$ cat src/rtl/equiv_monitor.sv
// Equivalence monitor: aligns two implementation outputs by per-side latency,
// compares them after a warm-up window, and keeps sticky failure status.
module equiv_monitor #(
  parameter int WIDTH  = 91,
  parameter int LAT_A  = 0,
  parameter int LAT_B  = 0,
  parameter int WARMUP = 4,
  parameter int CNT_W  = 16
) (
  input  logic             clk,
  input  logic             rst,
  input  logic             en,
  input  logic             clear,
  input  logic [WIDTH-1:0] y_a,
  input  logic [WIDTH-1:0] y_b,
  output logic             mismatch,
  output logic             fail,
  output logic [CNT_W-1:0] mismatch_cnt,
  output logic [CNT_W-1:0] cycle_cnt,
  output logic [CNT_W-1:0] first_cyc,
  output logic [WIDTH-1:0] first_a,
  output logic [WIDTH-1:0] first_b,
  output logic [1:0]       state
);

  typedef enum logic [1:0] {
    ST_WARM  = 2'b00,
    ST_CHECK = 2'b01,
    ST_FAIL  = 2'b10
  } state_t;

  localparam int LAT_E = (LAT_A > LAT_B) ? LAT_A : LAT_B;
  localparam int WW    = (WARMUP > 1) ? $clog2(WARMUP + 1) : 1;

  localparam logic [WW-1:0]    WARM_LAST = WW'(WARMUP - 1);
  localparam logic [WW-1:0]    WARM_ONE  = {{(WW-1){1'b0}}, 1'b1};
  localparam logic [WW-1:0]    WARM_ZERO = {WW{1'b0}};
  localparam logic [CNT_W-1:0] CNT_MAX   = {CNT_W{1'b1}};
  localparam logic [CNT_W-1:0] CNT_ONE   = {{(CNT_W-1){1'b0}}, 1'b1};
  localparam logic [CNT_W-1:0] CNT_ZERO  = {CNT_W{1'b0}};
  localparam logic [WIDTH-1:0] DAT_ZERO  = {WIDTH{1'b0}};

  state_t           state_r;
  logic [WW-1:0]    warm_cnt_r;
  logic [WIDTH-1:0] a_al_s;
  logic [WIDTH-1:0] b_al_s;
  logic             en_al_s;
  logic             hit_s;
  logic [CNT_W-1:0] cyc_inc_s;
  logic [CNT_W-1:0] mis_inc_s;

  generate
    if (LAT_A == 0) begin : g_a_pass
      assign a_al_s = y_a;
    end else begin : g_a_dly
      logic [WIDTH-1:0] dly_r [LAT_A];
      // y_a delay line; cleared only by rst so clear leaves alignment intact
      always_ff @(posedge clk) begin
        if (rst) begin
          for (int i = 0; i < LAT_A; i++) dly_r[i] <= DAT_ZERO;
        end else begin
          dly_r[0] <= y_a;
          for (int i = 1; i < LAT_A; i++) dly_r[i] <= dly_r[i-1];
        end
      end
      assign a_al_s = dly_r[LAT_A-1];
    end

    if (LAT_B == 0) begin : g_b_pass
      assign b_al_s = y_b;
    end else begin : g_b_dly
      logic [WIDTH-1:0] dly_r [LAT_B];
      // y_b delay line
      always_ff @(posedge clk) begin
        if (rst) begin
          for (int i = 0; i < LAT_B; i++) dly_r[i] <= DAT_ZERO;
        end else begin
          dly_r[0] <= y_b;
          for (int i = 1; i < LAT_B; i++) dly_r[i] <= dly_r[i-1];
        end
      end
      assign b_al_s = dly_r[LAT_B-1];
    end

    if (LAT_E == 0) begin : g_e_pass
      assign en_al_s = en;
    end else begin : g_e_dly
      logic dly_r [LAT_E];
      // en follows the slower side so it qualifies the same aligned sample
      always_ff @(posedge clk) begin
        if (rst) begin
          for (int i = 0; i < LAT_E; i++) dly_r[i] <= 1'b0;
        end else begin
          dly_r[0] <= en;
          for (int i = 1; i < LAT_E; i++) dly_r[i] <= dly_r[i-1];
        end
      end
      assign en_al_s = dly_r[LAT_E-1];
    end
  endgenerate

  // Aligned compare plus saturating next-count values
  always_comb begin
    hit_s = 1'b0;
    if (state_r != ST_WARM) begin
      hit_s = en_al_s & (a_al_s != b_al_s);
    end else begin
      hit_s = 1'b0;
    end
    cyc_inc_s = (cycle_cnt == CNT_MAX) ? cycle_cnt : cycle_cnt + CNT_ONE;
    mis_inc_s = (mismatch_cnt == CNT_MAX) ? mismatch_cnt : mismatch_cnt + CNT_ONE;
  end

  // Monitor FSM with registered status outputs
  always_ff @(posedge clk) begin
    if (rst) begin
      state_r      <= ST_WARM;
      warm_cnt_r   <= WARM_ZERO;
      mismatch     <= 1'b0;
      fail         <= 1'b0;
      mismatch_cnt <= CNT_ZERO;
      cycle_cnt    <= CNT_ZERO;
      first_cyc    <= CNT_ZERO;
      first_a      <= DAT_ZERO;
      first_b      <= DAT_ZERO;
    end else begin
      case (state_r)
        ST_WARM: begin
          mismatch <= 1'b0;
          if (warm_cnt_r == WARM_LAST) begin
            state_r    <= ST_CHECK;
            warm_cnt_r <= WARM_ZERO;
          end else begin
            warm_cnt_r <= warm_cnt_r + WARM_ONE;
          end
        end
        ST_CHECK, ST_FAIL: begin
          if (clear) begin
            // clear wins over a same-cycle hit
            state_r      <= ST_CHECK;
            mismatch     <= 1'b0;
            fail         <= 1'b0;
            mismatch_cnt <= CNT_ZERO;
            cycle_cnt    <= CNT_ZERO;
            first_cyc    <= CNT_ZERO;
            first_a      <= DAT_ZERO;
            first_b      <= DAT_ZERO;
          end else begin
            cycle_cnt <= cyc_inc_s;
            mismatch  <= hit_s;
            if (hit_s) begin
              fail         <= 1'b1;
              mismatch_cnt <= mis_inc_s;
              if (state_r == ST_CHECK) begin
                state_r   <= ST_FAIL;
                first_cyc <= cycle_cnt;
                first_a   <= a_al_s;
                first_b   <= b_al_s;
              end else begin
                state_r <= ST_FAIL;
              end
            end else begin
              state_r <= state_r;
            end
          end
        end
        default: begin
          state_r    <= ST_WARM;
          warm_cnt_r <= WARM_ZERO;
          mismatch   <= 1'b0;
        end
      endcase
    end
  end

  assign state = state_r;

endmodule

$ cat config.mk
export PLATFORM = sky130hd
export DESIGN_NAME = equiv_monitor
export DESIGN_NICKNAME = d
export VERILOG_FILES = /design/src/rtl/equiv_monitor.sv
export SDC_FILE = /design/constraint.sdc
export NUM_CORES = 1
export LEC_CHECK = 0
export CAP_MARGIN = 20
export CORE_ASPECT_RATIO = 0.8
export CORE_MARGIN = 5
export CORE_UTILIZATION = 35
export DETAILED_ROUTE_END_ITERATION = 6
export DONT_BUFFER_PORTS = 1
export SLEW_MARGIN = 25
export SYNTH_ARGS = -nofsm -noshare
export SYNTH_HDL_FRONTEND = slang
export SYNTH_SLANG_ARGS = --single-unit
$ cat constraint.sdc
create_clock -name clk -period 4.65 [get_ports clk]
set_input_delay 0.93 -clock clk [delete_from_list [all_inputs] [get_ports clk]]
set_output_delay 0.93 -clock clk [all_outputs]
set_load 0.05 [all_outputs]
==> results of run 1 <==
==> Yosys cell counts (2+ instances only) <==
cell type	n
dfxtp_1	237
a22o_1	170
xor2_1	93
nand2_1	53
nand3_1	45
o21ai_0	39
nor2_1	30
clkbuf_1	26
nor4_1	23
and3_1	14
nand4_1	13
xnor2_1	13
a21oi_1	11
buf_2	11
o22ai_1	10
inv_1	9
buf_1	8
buf_6	8
buf_4	7
nor2b_1	7
and4_1	6
ha_1	6
nor3_1	6
mux2_2	5
a21o_1	2
a31oi_1	2
==> through the flow <==
stage	setup WS (ns)	total power [mW]	instance area, µm²	utilization [%]	hold slack [ns]
finish	0.959	4.40	10100	39.7	0.438
global route	0.879	4.56	10100	39.7	0.458
CTS	0.889	4.45	10100	39.7	0.442
detailed placement	0.350	2.52	9340	36.6	0.435
global placement	0.323	2.52	9340	36.6	0.426
floorplan	1.72	2.42	9130	-	0.419
==> final timing paths <==
check | depth (start not counted) | endpoint | from
worst max-delay path | 8 | first_b[83]$_SDFFE_PP0P_ | y_a[10]
worst min-delay path | 2 | warm_cnt_r[2]$_SDFFE_PP0P_ | warm_cnt_r[2]$_SDFFE_PP0P_
worst max register to register | 7 | first_b[83]$_SDFFE_PP0P_ | state[0]$_SDFFE_PP0P_
worst min register to register | 2 | warm_cnt_r[2]$_SDFFE_PP0P_ | warm_cnt_r[2]$_SDFFE_PP0P_
==> where the power goes <==
group	internal [mW]	switching, mW
sequential	2.05	0.0819
combinational	0.106	0.235
clock	1.13	0.793
==> cell type report <==
class | instances | area share [%]
inverter | 9 | 0.333
clock inverter | 6 | 0.630
clock buffer | 38 | 7.15
tap | 351 | 4.34
sequential | 237 | 46.8
timing repair buffer | 7 | 0.642
multi-input combinational | 565 | 40.1
==> cell families (layout without fill, tap and decap cells) <==
logic type	Yosys count	after routing	synth area share, %
AO/OA/AOI/OAI	243	243	20.9
adder cells (fa/ha/maj)	6	6	0.822
buffers and inverters	69	60	3.93
XOR/XNOR	106	106	10.2
flip-flops	237	237	52.0
AND/OR/NAND/NOR	205	205	11.6
multiplexers	5	5	0.617
==> worst max-delay path: stages <==
cell	delay, ns
xor2_1	0.23
nor4_1	0.65
nand4_1	0.27
nor4_4	0.62
a21oi_2	0.30
and3_4	0.27
buf_4	0.36
a22o_1	0.36
==> registers in the layout (all words and copies together) (netlist names) <==
signal / count
cycle_cnt: 16
fail: 1
first_a: 91
first_b: 91
first_cyc: 16
mismatch: 1
mismatch_cnt: 16
state: 2
warm_cnt_r: 3
==> routing by layer <==
layer	global-route usage, %	share of wire (%)	wire length, µm	vias up
met5	0	0	0	-
met4	4.92	2.7	844	0
met3	6.96	11	3380	49
met2	31.6	45	14300	380
met1	26.1	41	13100	3283
li1	-	-	-	3142
==> run metrics, run 1 <==
routed vias/inst 5.65; full die area 29400 µm²; Clock transition at path regs 0.07 ns; Data required, critical path 5.05 ns; Fin Clk Skew 0.00967 ns; # clock sinks 237; CTS buffer count 24; leak pwr 3.79 nW; via count 6854; vias in the first global route 6505; status complete, no violations; Fill cells 2507; drt drc 0; placed cell count 1169; sequential share of the synthesized area 52.0%; EDFF count, synth 0; Synth Warn # 0; crit path time final 3.69 ns; CP Class primary input to flop; Post-Syn Area per Cell 10.5 µm²; slew at the pin closest to its max-slew limit 0.960 ns; most common cell after layout, fill and taps aside dfxtp_1; total setup buffers inserted after CTS 0; total track usage 19.9%; CP endpoint kind flop; Starting Density 35.8%; crit path launch type primary input; hpwl dp 24100 µm; share of flip-flops with an asynchronous set or reset 0%; Synth Net Count 1063; synth unique cells 43; area share of the largest cell type after synthesis 52.0%; Hold-fix buffers, CTS 0; power density of the placed cells 434 nW/µm²; CTS resizes 0; layout cells sized above 1 6.73%; min-delay worst type flop to flop; later-pin clock latency in the skew report 0.51 ns; number of antenna diodes 0; die width 191 µm; drt wl/cell 26.1 µm; fin crit share 79.4%; I/O pin cnt 420; Synth area leader dfxtp_1; commonest non-fill, non-tap cells in the layout dfxtp_1 (237), a22o_1 (170), xor2_1 (93); Storage cell area 4740 µm²; antenna violations before repair 0; H-tree Lvls 1; fin nets 1036; number of synthesized register bits 237; largest fanout on the critical path 87; DR iter-0 viols 370; setup TNS 0 ns; Max VDD drop 0.000250 V; GPL Wtd Cong 0.811; remaining antenna violation count 0; synthesized area 9130 µm²; grt ovf 0; first-pass GRT wire length 45000 µm; Final Hold Viols 0; CP arrival 4.09 ns; total routed wirelength 31700 µm; worst reg-to-reg setup slack 1.29 ns; largest net degree at the start of global routing 140; Die Height 154 µm; post-route insts no fill 1213; max_slew headroom 36.0%; final setup fails 0; Post-synth top flop dfxtp_1; Mapped Cells 871; area grow syn2layout 11.0%; CTS max path bufs 3; row count 52; PortBufs 0; FMAX 271 MHz; RSZ-0062 raised after global routing no; CTS tree built; drt pass-1 iters 5; MaxCap Viol Count 0; area of the multi-input gates 4060 µm²; Area contributors post-synth dfxtp_1 (52%), a22o_1 (16%), xor2_1 (8.9%), nand3_1 (2.5%), nand2_1 (2.2%); max-slew violation count 0; CTS root buf clkbuf_16; Core Region 25500 µm²
Power figures use the tool's default switching activity.
==> run 2: changes to the inputs <==
==> constraint.sdc (replaced) <==
create_clock -name clk -period 3.5 [get_ports clk]
set_input_delay 0.7 -clock clk [delete_from_list [all_inputs] [get_ports clk]]
set_output_delay 0.7 -clock clk [all_outputs]
set_load 0.05 [all_outputs]
==> run 2 against run 1 <==
Compared with the run above: sequential power is 30% higher; final area is 3.2% higher; die area stayed put; final cell count is 2.7% higher; combinational power is 57% higher; global-route usage is 0.41 points higher; sequential cell count stayed put; routed wire length is 1.6% higher.
==> run metrics, run 2 (synthesis gave the netlist of run 1 again) <==
Final Hold Viols 0 (unchanged); Hold-fix buffers, CTS 0 (unchanged); Core Region 25500 µm² (unchanged); CTS resizes 0 (unchanged); CTS tree built (unchanged); CTS root buf clkbuf_16 (unchanged); worst reg-to-reg setup slack 0.70 ns (was 1.29 ns); min-delay worst type primary input to flop (was flop to flop); final worst setup slack 0.564 ns (was 0.959 ns); max_slew headroom 36.0% (about the same); Final Util 41.0% (was 39.7%); PortBufs 0 (unchanged); M2 GR Usage 32.5% (was 31.6%); H-tree Lvls 1 (unchanged); Pwr Total 5.95 mW (was 4.40 mW); drt pass-1 iters 5 (unchanged); Max VDD drop 0.000457 V (was 0.000250 V); drt drc 0 (unchanged); crit-path max cell delay 0.61 ns (was 0.65 ns); M3 GR Usage 7.55% (was 6.96%); leak pwr 4.00 nW (was 3.79 nW); final setup fails 0 (unchanged); worst hold path stage count 1 (was 2); later-pin clock latency in the skew report 0.52 ns (was 0.51 ns); Fin Clk Skew 0.0169 ns (was 0.00967 ns); grt ovf 0 (unchanged); Starting Density 35.8% (unchanged); GRT Max-Usage Layer met2 (unchanged); fin crit share 83.9%; crit path launch type primary input (unchanged); CP Class primary input to flop (unchanged); full die area 29400 µm² (unchanged); met1 GRT Util 26.3% (was 26.1%); Data required, critical path 3.94 ns (was 5.05 ns); slew at the pin closest to its max-slew limit 0.957 ns (was 0.960 ns); dpl cell area 9640 µm² (was 9340 µm²); Crit-path slowest cell nor4_1 (unchanged); drt wl/cell 25.9 µm (was 26.1 µm); area grow syn2layout 14.5% (was 11.0%); CP endpoint kind flop (unchanged); total setup buffers inserted after CTS 0 (unchanged); I/O pin cnt 420 (unchanged); antenna violations before repair 0 (unchanged); CP arrival 3.37 ns (was 4.09 ns); FMAX 341 MHz; largest fanout on the critical path 60 (was 87); number of antenna diodes 0 (unchanged); remaining antenna violation count 0 (unchanged); total routed wirelength 32200 µm (was 31700 µm); biggest regs first_a (91), first_b (91) (unchanged); Design Area, Final 10500 µm² (was 10100 µm²); crit path time final 2.94 ns; die width 191 µm (unchanged); GPL Wtd Cong 0.809 (was 0.811); max-slew violation count 0 (unchanged); Clock transition at path regs 0.06 ns (was 0.07 ns); worst hold path startpoint rst (was warm_cnt_r[2]$_SDFFE_PP0P_); worst reg2reg path depth 8 (was 7); status complete, no violations (unchanged); # clock sinks 237 (unchanged); hpwl dp 24800 µm (was 24100 µm); DR iter-0 viols 399 (was 370); CTS max path bufs 3 (unchanged); Hold Worst Slack 0.258 ns (was 0.438 ns); placed cell count 1202 (was 1169); hold endpoint state[1]$_SDFFE_PP0P_ (was warm_cnt_r[2]$_SDFFE_PP0P_); power density of the placed cells 569 nW/µm² (was 434 nW/µm²); CTS buffer count 24 (unchanged); routed vias/inst 5.59 (was 5.65); layout cells sized above 1 10.8% (was 6.73%); Die Height 154 µm (unchanged); RSZ-0062 raised after global routing no (unchanged); via count 6965 (was 6854); commonest non-fill, non-tap cells in the layout dfxtp_1 (237), a22o_1 (170), xor2_1 (93) (unchanged); critical path cell sequence xor2_1 > nor4_1 > nand4_1 > nor4_4 > a21oi_4 > buf_4 > nand3b_1 > a21oi_1 (was xor2_1 > nor4_1 > nand4_1 > nor4_4 > a21oi_2 > and3_4 > buf_4 > a22o_1); total track usage 20.3% (was 19.9%); Fill cells 2484 (was 2507); row count 52 (unchanged); Placement Setup Slack -0.0342 ns (was 0.350 ns); setup TNS 0 ns (unchanged); first-pass GRT wire length 46100 µm (was 45000 µm); RR Startpoint state[0]$_SDFFE_PP0P_ (unchanged); MaxCap Viol Count 0 (unchanged); most common cell after layout, fill and taps aside dfxtp_1 (unchanged); fin nets 1069 (was 1036); post-route insts no fill 1246 (was 1213); largest net degree at the start of global routing 82 (was 140); reg2reg end first_cyc[15]$_SDFFE_PP0P_ (was first_b[83]$_SDFFE_PP0P_); vias in the first global route 6794 (was 6505)
==> run 2: routing by layer <==
metal / vias up / routed length, µm / part of all wire, %
met2: 375 / 14600 / 45
li1: 3216 / - / -
met3: 36 / 3640 / 11
met5: - / 0 / 0
met4: 0 / 750 / 2.3
met1: 3338 / 13200 / 41
==> run 2: worst max path at each step <==
stage,startpoint,endpoint,depth (start not counted)
3_3_place_gp,y_a[10],first_a[11]$_SDFFE_PP0P_,8
2_1_floorplan,y_a[8],first_a[10]$_SDFFE_PP0P_,10
5_1_grt,y_a[63],first_cyc[15]$_SDFFE_PP0P_,8
4_1_cts,y_a[10],first_cyc[15]$_SDFFE_PP0P_,8
3_5_place_dp,y_a[10],first_b[31]$_SDFFE_PP0P_,8
6_report,y_a[10],first_cyc[15]$_SDFFE_PP0P_,8
==> run 2: area by class of cell <==
cell class              instances  area, µm²  area share, %
clock buffers                  33        716           6.85
clock inverters                11        100          0.957
inverters                       9       33.8          0.323
multi-input cells             565       4060           38.8
flip-flops and latches        237       4740           45.4
well taps                     351        439           4.20
repair buffers                 40        363           3.47
==> run 2: power by group <==
group	internal (mW)	leakage (nW)	switching, mW
Combinational	0.170	1.69	0.366
Clock	1.52	0.401	1.11
Sequential	2.73	1.91	0.0574
Total	4.41	4.00	1.53
==> run 2: worst max-delay path: cells and delay by family <==
kind                      cells  cell delay [ns]
AOI/OAI and AO/OA             2             0.42
xor gates and xnor gates      1             0.23
buffers and inverters         1             0.36
and+or+nand+nor               4             1.65
